### config.mk
export PLATFORM = sky130hd
export DESIGN_NAME = alu32_writeback_stage
export DESIGN_NICKNAME = d
export VERILOG_FILES = /design/src/rtl/alu32_pkg.sv /design/src/rtl/alu32_wb_fifo.sv /design/src/rtl/alu32_writeback_stage.sv
export SDC_FILE = /design/constraint.sdc
export NUM_CORES = 1
export LEC_CHECK = 0
export CAP_MARGIN = 20
export CORE_MARGIN = 4
export CORE_UTILIZATION = 25
export DETAILED_ROUTE_END_ITERATION = 10
export SKIP_LAST_GASP = 1
export SLEW_MARGIN = 20
export SYNTH_ARGS = -nofsm -noshare
export SYNTH_HDL_FRONTEND = slang
export SYNTH_SLANG_ARGS = --single-unit
### constraint.sdc
create_clock -name CLK -period 4.7 [get_ports CLK]
set_clock_uncertainty 0.05 [all_clocks]
set_input_delay 0.94 -clock CLK [delete_from_list [all_inputs] [get_ports CLK]]
set_output_delay 0.94 -clock CLK [all_outputs]
set_load 0.02 [all_outputs]
### src/rtl/alu32_pkg.sv
// Shared definitions for the ALU write-back stage: opcode map, flag bit
// positions and the buffered entry layout.
package alu32_pkg;

  localparam int ALU_W  = 32;
  localparam int OP_W   = 3;
  localparam int FLAG_W = 5;

  // ALU select codes
  localparam logic [OP_W-1:0] OP_AND = 3'd0;
  localparam logic [OP_W-1:0] OP_OR  = 3'd1;
  localparam logic [OP_W-1:0] OP_XOR = 3'd2;
  localparam logic [OP_W-1:0] OP_NOT = 3'd3;
  localparam logic [OP_W-1:0] OP_ADD = 3'd4;
  localparam logic [OP_W-1:0] OP_SH  = 3'd5;  // In2-directed shift
  localparam logic [OP_W-1:0] OP_OSH = 3'd6;  // opposite shift
  localparam logic [OP_W-1:0] OP_RSV = 3'd7;  // reserved, ALU returns 0

  // Bit positions inside the flags field {IL,V,C,N,Z}
  localparam int FLG_Z  = 0;
  localparam int FLG_N  = 1;
  localparam int FLG_C  = 2;
  localparam int FLG_V  = 3;
  localparam int FLG_IL = 4;

  typedef struct packed {
    logic [ALU_W-1:0]  result;
    logic [OP_W-1:0]   op;
    logic [FLAG_W-1:0] flags;
  } wb_entry_t;

endpackage

### src/rtl/alu32_wb_fifo.sv
// Generic DEPTH-entry synchronous FIFO with occupancy count.
// DEPTH must be a power of two so the pointers wrap naturally.
// Read data is forced to zero while empty so stale or uninitialised
// storage never reaches the outputs.
module alu32_wb_fifo
  import alu32_pkg::*;
#(
  parameter int DATA_W = 8,
  parameter int DEPTH  = 2
) (
  input  logic                   clk,
  input  logic                   rst,
  input  logic                   push,
  input  logic                   pop,
  input  logic [DATA_W-1:0]      wdata,
  output logic [DATA_W-1:0]      rdata,
  output logic [$clog2(DEPTH):0] count,
  output logic                   full,
  output logic                   empty
);

  localparam int PTR_W    = $clog2(DEPTH);
  localparam int CNT_BITS = PTR_W + 1;

  logic [DATA_W-1:0]   mem [DEPTH];
  logic [PTR_W-1:0]    wr_ptr;
  logic [PTR_W-1:0]    rd_ptr;
  logic [CNT_BITS-1:0] count_q;
  logic                do_push;
  logic                do_pop;

  assign full    = (count_q == CNT_BITS'(DEPTH));
  assign empty   = (count_q == '0);
  assign do_push = push && !full;
  assign do_pop  = pop && !empty;
  assign count   = count_q;
  assign rdata   = empty ? '0 : mem[rd_ptr];

  // Storage write; entry written at the write pointer on an accepted push
  // NOTE: storage is deliberately not reset - validity comes from count_q, and
  // a resettable array would cost a reset mux on every bit.
  always_ff @(posedge clk) begin
    if (do_push) begin
      mem[wr_ptr] <= wdata;
    end
  end

  // Pointer and occupancy update; reset discards all buffered entries
  // NOTE: state uses non-blocking assignments so every flop samples
  // pre-edge values regardless of statement order.
  always_ff @(posedge clk) begin
    if (rst) begin
      wr_ptr  <= '0;
      rd_ptr  <= '0;
      count_q <= '0;
    end else begin
      if (do_push) wr_ptr <= wr_ptr + PTR_W'(1);
      if (do_pop)  rd_ptr <= rd_ptr + PTR_W'(1);
      case ({do_push, do_pop})
        2'b10:   count_q <= count_q + CNT_BITS'(1);
        2'b01:   count_q <= count_q - CNT_BITS'(1);
        default: count_q <= count_q;
      endcase
    end
  end

endmodule

### src/rtl/alu32_writeback_stage.sv
// Registered write-back stage behind the 32-bit ALU. Captures result,
// opcode and derived flags {IL,V,C,N,Z} into a small FIFO drained by the
// register-file / flag-register consumer over valid/ready.
// Optional build macro ALU32_WB_OVF_EN: when defined, V reports signed add
// overflow and is stored per entry; otherwise V reads as 0 and has no storage.
// WIDTH must equal the ALU width (alu32_pkg::ALU_W).
module alu32_writeback_stage
  import alu32_pkg::*;
#(
  parameter int WIDTH = ALU_W,
  parameter int DEPTH = 2,
  parameter int CNT_W = 16
) (
  input  logic                   CLK,
  input  logic                   RST,
  input  logic                   InValid,
  output logic                   InReady,
  input  logic [OP_W-1:0]        Op,
  input  logic [WIDTH-1:0]       Result,
  input  logic                   CO,
  input  logic                   In1Msb,
  input  logic                   In2Msb,
  output logic                   OutValid,
  input  logic                   OutReady,
  output logic [WIDTH-1:0]       OutResult,
  output logic [OP_W-1:0]        OutOp,
  output logic [FLAG_W-1:0]      OutFlags,
  output logic [$clog2(DEPTH):0] Count,
  output logic [CNT_W-1:0]       OpCount
);

`ifdef ALU32_WB_OVF_EN
  localparam int STORE_FLAG_W = FLAG_W;
`else
  localparam int STORE_FLAG_W = FLAG_W - 1;
`endif
  localparam int DATA_W = WIDTH + OP_W + STORE_FLAG_W;

  logic              flag_z;
  logic              flag_n;
  logic              flag_c;
  logic              flag_il;
`ifdef ALU32_WB_OVF_EN
  logic              flag_v;
`else
  logic              unused_msbs;
`endif
  logic              push;
  logic              pop;
  logic              full;
  logic              empty;
  logic [DATA_W-1:0] wdata;
  logic [DATA_W-1:0] rdata;
  logic [CNT_W-1:0]  op_cnt_q;
  wb_entry_t         head;

  // Ready depends only on reset and registered occupancy; a pop in the same
  // cycle never frees a slot for a push.
  assign InReady = !RST && !full;
  assign push    = InValid && InReady;
  assign pop     = OutValid && OutReady;

  // Flag derivation from the ALU outputs presented at the push edge
  always_comb begin
    flag_z  = (Result == '0);
    flag_n  = Result[WIDTH-1];
    flag_c  = (Op == OP_ADD) && CO;
    flag_il = (Op == OP_RSV);
`ifdef ALU32_WB_OVF_EN
    flag_v  = (Op == OP_ADD) && (In1Msb == In2Msb) && (Result[WIDTH-1] != In1Msb);
`endif
  end

  // Stored flag bits keep their FLG_* order, minus V when it is not built.
`ifdef ALU32_WB_OVF_EN
  assign wdata = {Result, Op, flag_il, flag_v, flag_c, flag_n, flag_z};
`else
  assign unused_msbs = In1Msb ^ In2Msb;
  assign wdata = {Result, Op, flag_il, flag_c, flag_n, flag_z};
`endif

  alu32_wb_fifo #(
    .DATA_W (DATA_W),
    .DEPTH  (DEPTH)
  ) u_fifo (
    .clk   (CLK),
    .rst   (RST),
    .push  (push),
    .pop   (pop),
    .wdata (wdata),
    .rdata (rdata),
    .count (Count),
    .full  (full),
    .empty (empty)
  );

  // Unpack the head entry back into the full {IL,V,C,N,Z} layout
  always_comb begin
    // NOTE: default the whole struct first so no field can infer a latch.
    head               = '0;
    head.result        = rdata[DATA_W-1 -: WIDTH];
    head.op            = rdata[STORE_FLAG_W +: OP_W];
    head.flags[FLG_Z]  = rdata[0];
    head.flags[FLG_N]  = rdata[1];
    head.flags[FLG_C]  = rdata[2];
`ifdef ALU32_WB_OVF_EN
    head.flags[FLG_V]  = rdata[3];
    head.flags[FLG_IL] = rdata[4];
`else
    head.flags[FLG_IL] = rdata[3];
`endif
  end

  assign OutValid  = !empty;
  assign OutResult = head.result;
  assign OutOp     = head.op;
  assign OutFlags  = head.flags;
  assign OpCount   = op_cnt_q;

  // Saturating count of accepted entries
  always_ff @(posedge CLK) begin
    if (RST) begin
      op_cnt_q <= '0;
    end else if (push && (op_cnt_q != '1)) begin
      op_cnt_q <= op_cnt_q + CNT_W'(1);
    end
  end

endmodule

==> results of run 1 <==
==> cells in the mapped netlist, types with 4 or more instances <==
cell,instances,area share
a21oi_1,7,0.0086
and2_1,4,0.0061
and3_1,6,0.0092
buf_2,4,0.0049
clkbuf_1,5,0.0046
dfxtp_1,21,0.10
edfxtp_1,76,0.56
inv_1,5,0.0046
mux2i_1,38,0.093
nand3_1,6,0.0073
nand4_1,5,0.0076
nor2_1,51,0.047
nor2b_1,4,0.0061
nor3_1,8,0.0098
nor4_1,11,0.017
==> worst max-delay path by stage <==
stage / end / slack, ps / cells after the start
floorplan: u_fifo.mem[0][0] / 1160 / 4
global placement: InReady / 1420 / 4
detailed placement: u_fifo.mem[1][26] / 1420 / 5
CTS: OutResult[25] / 1090 / 4
global route: OutResult[31] / 1020 / 4
finish: OutResult[25] / 1150 / 4
==> state kept, by name, indices dropped and copies added (netlist names), named ones only <==
| register | flops |
|---|---|
| u_fifo.mem | 76 |
| OpCount | 16 |
| u_fifo.count | 2 |
| u_fifo.rd_ptr | 1 |
| u_fifo.wr_ptr | 1 |
==> per-stage QoR <==
step                      cell area (um2)  worst slack, ps  power (mW)  instances
after floorplan                      4090             1165       1.600        305
after global placement               5331             1420       2.057        611
after detailed placement             5331             1422       2.065        611
after CTS                            5593             1085       2.723        626
after global routing                 5593             1015       2.812        626
final                                5593             1150       2.674        626
==> area by class of cell <==
cell class	count	area share
clock buffer	9	0.04027
timing repair buffer	102	0.1808
sequential	97	0.4834
tap	216	0.04832
clock inverter	6	0.006488
multi-input combinational	190	0.2367
inverter	6	0.004027
==> critical path, cell delays in order (launching register included) <==
cell and delay (ps):
dfxtp_2 880, buf_4 390, mux2i_1 240, nor2_1 70
clkdlybuf4s50_1 590
==> cell usage in the layout, fill, tap and decap left out, drive strengths merged, types with 5 or more instances in the layout <==
| cell | count |
|---|---|
| a21oi | 7 |
| mux2i | 38 |
| clkbuf | 9 |
| and3 | 6 |
| nor3 | 8 |
| nand3 | 7 |
| inv | 6 |
| nor2 | 52 |
| and2 | 5 |
| nand4 | 7 |
| clkdlybuf4s50 | 98 |
| dfxtp | 21 |
| nor4 | 12 |
| edfxtp | 76 |
==> kinds of logic (layout without fill, tap and decap cells) <==
| group | Yosys count | in the layout | share of synthesized area |
|---|---|---|---|
| AND/OR/NAND/NOR | 117 | 117 | 0.1594 |
| adder cells (fa/ha/maj) | 2 | 2 | 0.006117 |
| buffers and inverters | 18 | 123 | 0.01958 |
| multiplexers | 41 | 41 | 0.1022 |
| flip-flops | 97 | 97 | 0.6608 |
| AO/OA/AOI/OAI | 25 | 25 | 0.04252 |
| other | 1 | 1 | 0.0009168 |
| XOR/XNOR | 4 | 4 | 0.008567 |
==> layer usage <==
layer	GRT usage	routed length, um	up-vias
li1	-	-	1363
met1	0.1280	4160	1372
met2	0.1751	4724	97
met3	0.03035	645	15
met4	0.04703	172	0
met5	0	0	-
==> power by group through the flow <==
stage	logic [mW]	clock network, mW	registers (mW)
6_report	0.955	0.652	1.07
4_1_cts	0.978	0.675	1.07
3_3_place_gp	0.971	0	1.09
5_1_grt	1.02	0.712	1.08
2_1_floorplan	0.555	0	1.04
3_5_place_dp	0.978	0	1.09
==> impl_summary.md, run 1 <==
Timing
The final hold violation count is 0. Headroom to the max-slew limit came out at 0.3639. The count of final max-slew check failures is 0.

The worst path in the final design needs a cycle of 3550 ps, including I/O delays and setup. In the finished design, the share of the clock period the worst path needs comes to 0.7553. Setup violations remaining at the end of the flow were counted as 0. The maximum operating frequency is 281.7 MHz. The final-layout setup total negative slack is 0 ps. Setup repair after global routing left no endpoint under its margin. The hold slack is 463.6 ps. The measured slew at the worst slew-check pin is 951.9 ps.

Global route
The total global routing track utilization is 0.1057. Global routing finished with a remaining overflow of 0. Entering global routing, the biggest net connects 40 pins.

The initial antenna violation count was 0. The number of global-route vias before repair is 2902. The first-pass GRT wire length is 14.89 mm.

Clock network
Once the clock tree was built, the resizer swapped 0 gates to a different size. The post-CTS repair timing setup buffer count is 0. The cell at the root of the clock tree is clkbuf_16. The total of hold buffers inserted after clock tree synthesis is 0.

The clock transition time at the flip-flop clock pins of the worst setup and hold paths is 70 ps. The number of H-tree levels is 3. The clock tree from TritonCTS is built.

The number of clock buffers added by TritonCTS is 9. The longest clock path from root to sink contains 2 buffers. The clock drives 97 sinks. For the worst-skew pair, the clock arrives at the later sink with an insertion delay of 340 ps.

Final layout
The number of antenna diodes is 0. Of the cells placed in the final design, the portion with a size suffix greater than 1 is 0.09268. The area occupied by multi-input gates is 1324 um2. After filler insertion, the fill cell instance count of the layout stands at 1571. The growth of design area from synthesis to finish is 36.74%. The area taken by flip-flops and latches is 2704 um2. The number of nets in the finished design is 450. At the end of the flow the core is filled with cells to 0.3508.

Die
The floorplan has 46 rows. In this run the count of I/O pins placed on the die edge is 102. The die height is 135.9 um.

The die is 135.9 um wide. For this configuration, the core starts out at a cell density of 0.2566. The core area is 15940 um2. The total die area is 18470 um2.

Setup path
The required time of the worst setup path is 3710 ps. The worst setup path is captured at a primary output. The start of the worst register-to-register path is u_fifo.count[0]. The reg2reg setup slack is 2200 ps. STA classifies the critical path startpoint as a register. The arrival time of data at the critical path endpoint is 2560 ps. The start-to-end type of the worst setup path is reg2out.

The capture instance of the worst register-to-register path is u_fifo.count[1]. The number of cell instances on the worst register-to-register path is 6. The biggest fanout along the worst timing path is 26.

Synthesis
When the netlist entered floorplanning its net count stood at 349. The number of warning messages in the yosys log is 0. The most frequently used flop master after synthesis is edfxtp_1. The share of synthesized registers carrying an async set or reset is 0. The mean instance size in the synthesized netlist is 13.41 um2. Counting flops and latches in the post-synthesis netlist gives 97.

For this run, the register share of the synthesized area comes to 0.6608. In the synthesized netlist, the number of instances is 305. The count of cell types in the netlist is 50. The post-synthesis instance area is 4090 um2. Counting flops with a built-in enable in the synthesized netlist gives 76.

Place
The congestion estimate from routability-driven global placement came to 0.8138. The HPWL after detailed placement is 6.646 mm. The number of I/O port buffers is 98.

Pwr
The fraction of power consumed by sequential logic is 0.399. The share of total power dissipated in combinational logic is 0.357. The net switching share of the total power is 0.3313. The switching power is 0.8860 mW.

For this design the ratio of total power to cell area is 478.1 nW/um2. IR analysis of the VDD net gives a maximum drop of 0.1824 mV. Summed over all cells, the static leakage comes to 1.805 nW. Internal power comes to 1.788 mW. The clock network fraction of design power is 0.244.

Drt
The detailed router finished its first iteration with 216 violations. After detailed routing, the average wire length per cell comes to 15.50 um. The total via count in the routed design is 2847. The overall routed net length is 9.702 mm.

The DRC violations left is 0. The via density per instance is 4.548. For this run, the detailed router's first-pass iteration total came to 4.

The remaining number of nets flagged by the antenna check after routing is 0.

Worst hold path
The class of the tightest hold or removal check is reg2reg. The worst hold path was traced through 2 stages. The source of the worst hold timing path is u_fifo.rd_ptr.

Job
Max-cap violations in this run came to 0.

Status
The flow ran to the end, and the final reports show no timing, DRC or antenna violations.
No activity file was read; power rests on OpenSTA's default activity.
==> run 2, diff against run 1 <==
clock period = 3.7 ns   (was 4.7 ns; I/O delays follow)
==> run 2 against run 1 <==
Critical path depth is the same. Sequential share of layout area shrank 0.52 points. Die area is the same. First-iteration DRC count shrank 48%. Routed wire length shrank 0.97%. Core utilization grew 0.38 points. Register-to-register slack lost 700 ps. Flip-flop and latch count is the same. Design area grew 1.1%. Cell count grew 0.64%. Via count shrank 0.46%. Critical path type is now in2out.
==> impl_summary.md, run 2 (same netlist as run 1, synthesis figures left out) <==
Timing
The measured slew at the worst slew-check pin was 560.7 ps (was 951.9 ps). The final hold violation count is 0 (unchanged). The worst path in the final design needs a cycle of 3070 ps, including I/O delays and setup. The count of final max-slew check failures was 0 (unchanged). Timing would allow up to 325.7 MHz. The final-layout setup total negative slack is 0 ps (unchanged). The smallest setup slack after layout came to 629.5 ps (was 1150 ps). The final count of negative-setup-slack endpoints came to 0 (unchanged). The tightest slew margin relative to the limit was 0.6227 (was 0.3639).

The hold slack is 490.6 ps (was 463.6 ps). Setup repair after global routing missed its margin: false (unchanged). The share of the cycle needed by the critical path after routing is 0.8299.

Global route
The first-pass GRT wire length is 14.69 mm (was 14.89 mm). The overflow left after global routing was 0 (unchanged). The total global routing track utilization is 0.1033 (was 0.1057).

The pin count of the biggest net entering global routing is 39 (was 40). The number of global-route vias before repair is 2871 (was 2902). The initial antenna violation count is 0 (unchanged).

Drt
The first-iteration detailed-routing DRC count was 113 (was 216). The final routed wire length divided by cell count is 15.25 um (was 15.50 um). The via density per instance is 4.498 (was 4.548). The total via count in the routed design was 2834 (was 2847). The DRC violations left is 0 (unchanged).

The overall routed net length is 9.608 mm (was 9.702 mm). The detailed-router iteration count before antenna repair is 4 (unchanged). The remaining number of nets flagged by the antenna check after routing was 0 (unchanged).

Pwr
The internal power was 2.373 mW (was 1.788 mW). The clock network fraction of design power is 0.258 (was 0.244). The net switching share of the total power was 0.3233 (was 0.3313). The static leakage is 1.831 nW (was 1.805 nW). The switching power is 1.134 mW (was 0.8860 mW). The logic gate share of total power is 0.363 (was 0.357). The fraction of power consumed by sequential logic is 0.379 (was 0.399). The power density of the placed cells came to 620.3 nW/um2 (was 478.1 nW/um2). The worst ir drop on vdd is 0.2190 mV (was 0.1824 mV).

Place
The final RePlAce weighted congestion came to 0.8298 (was 0.8138). The number of I/O port buffers is 98 (unchanged). The post-detailed-placement cell area is 5366 um2 (was 5331 um2).

The cell total after placement is 614 (was 611). The HPWL after detailed placement is 6.716 mm (was 6.646 mm). The placement-stage worst setup slack came to 653.1 ps (was 1422 ps).

Status
Result of the run: finished, final reports clean (unchanged).

Clock network
The number of H-tree levels is 3 (unchanged). The post-CTS repair timing setup buffer count is 0 (unchanged). The total of hold buffers inserted after clock tree synthesis came to 0 (unchanged). The buffer levels on the longest clock path is 2 (unchanged).

The clock latency on the worst-skew pair is 340 ps (about the same). The clock tree from TritonCTS was built (unchanged). The number of clock sinks is 97 (unchanged).

The clock transition time at the flip-flop clock pins of the worst setup and hold paths is 60 ps (was 70 ps). The number of instances resized during post-cts repair is 0 (unchanged). The cell at the root of the clock tree is clkbuf_16 (unchanged). The total clock buffers created by CTS is 9 (unchanged).

Worst hold path
The class of the tightest hold or removal check is reg2reg (unchanged). The number of cells on the worst hold path is 2 (unchanged). The source of the worst hold timing path was u_fifo.rd_ptr (unchanged).

Setup path
The startpoint type of the worst setup path is an input pin (was register). The biggest fanout along the worst timing path was 9 (was 26). The number of cell instances on the worst register-to-register path was 6 (unchanged). The endpoint class of the critical path is a primary output (unchanged). The start of the worst register-to-register path is u_fifo.count[0] (unchanged). The capture instance of the worst register-to-register path is u_fifo.count[1] (unchanged).

The reg2reg setup slack is 1500 ps (was 2200 ps). The required time of the worst setup path is 2910 ps (was 3710 ps). The start-to-end type of the worst setup path was in2out (was reg2out). The arrival time of data at the critical path endpoint was 2280 ps (was 2560 ps).

Final layout
The number of nets in the finished design is 453 (was 450). The most common cell after layout, fill and taps aside was clkdlybuf4s50_1 (unchanged). The area occupied by multi-input gates is 1324 um2 (unchanged). The area taken by flip-flops and latches came to 2704 um2 (unchanged). The growth of design area from synthesis to finish is 38.24% (was 36.74%). The number of antenna diodes is 0 (unchanged). The final instance count without filler cells was 630 (was 626). Top library cells by usage in the layout, fill and taps aside: clkdlybuf4s50_1, edfxtp_1, nor2_1, mux2i_1, dfxtp_1 (unchanged).

The register with the most flip-flops is u_fifo.mem (unchanged). The design area is 5654 um2 (was 5593 um2). The number of fillers in the final layout was 1579 (was 1571). The number of flip-flops in the largest register is 76 (unchanged). The fraction of final layout cells with drive strength greater than 1 came to 0.09662 (was 0.09268).

Die
The total I/O pin count was 102 (unchanged). The core area was 15940 um2 (unchanged). The die height is 135.9 um (unchanged).

The die span in x was 135.9 um (unchanged). The total die area is 18470 um2 (unchanged). The starting utilization of the core area was 0.2566 (unchanged). The number of placement rows was 46 (unchanged).

Job
The max-capacitance violation count was 0 (unchanged).
## run 2: metrics by stage
stage	utilization	power (mW)
finish	0.3547	3.507
CTS	0.3547	3.561
floorplan	-	2.032
global placement	0.3366	2.647
detailed placement	0.3366	2.652
global route	0.3547	3.673
## run 2: how the worst max path moves through the flow
stage	to	slack, ps	startpoint
after floorplan	u_fifo.mem[0][0]	360	RST
after global placement	InReady	630	RST
after detailed placement	InReady	650	RST
after CTS	InReady	640	RST
after global routing	InReady	560	RST
final	InReady	630	RST
## run 2: area by class of cell
type,count,share of cell area
flip-flops and latches,97,0.4782
clock buffers,10,0.04050
inverters,6,0.003983
repair buffers,105,0.1850
multi-input cells,190,0.2341
clock inverters,6,0.01040
well taps,216,0.04780
## run 2: metal layers
metal / up-vias / global-route usage / part of all wire
met5: - / 0 / 0
met4: 0 / 0.04367 / 0.017
met3: 14 / 0.02924 / 0.063
li1: 1365 / - / -
met1: 1369 / 0.1267 / 0.44
met2: 86 / 0.1706 / 0.48
## run 2: critical path: stages
cell and delay, ps:
clkdlybuf4s50_1 560, inv_1 230, and2_1 150, clkdlybuf4s50_1 600
## run 2: power by group through the flow
stage,Clock (mW),Sequential (mW),Combinational (mW)
after floorplan,0,1.33,0.705
after global placement,0,1.35,1.30
after detailed placement,0,1.35,1.30
after CTS,0.928,1.33,1.30
after global routing,0.969,1.34,1.37
final,0.906,1.33,1.27
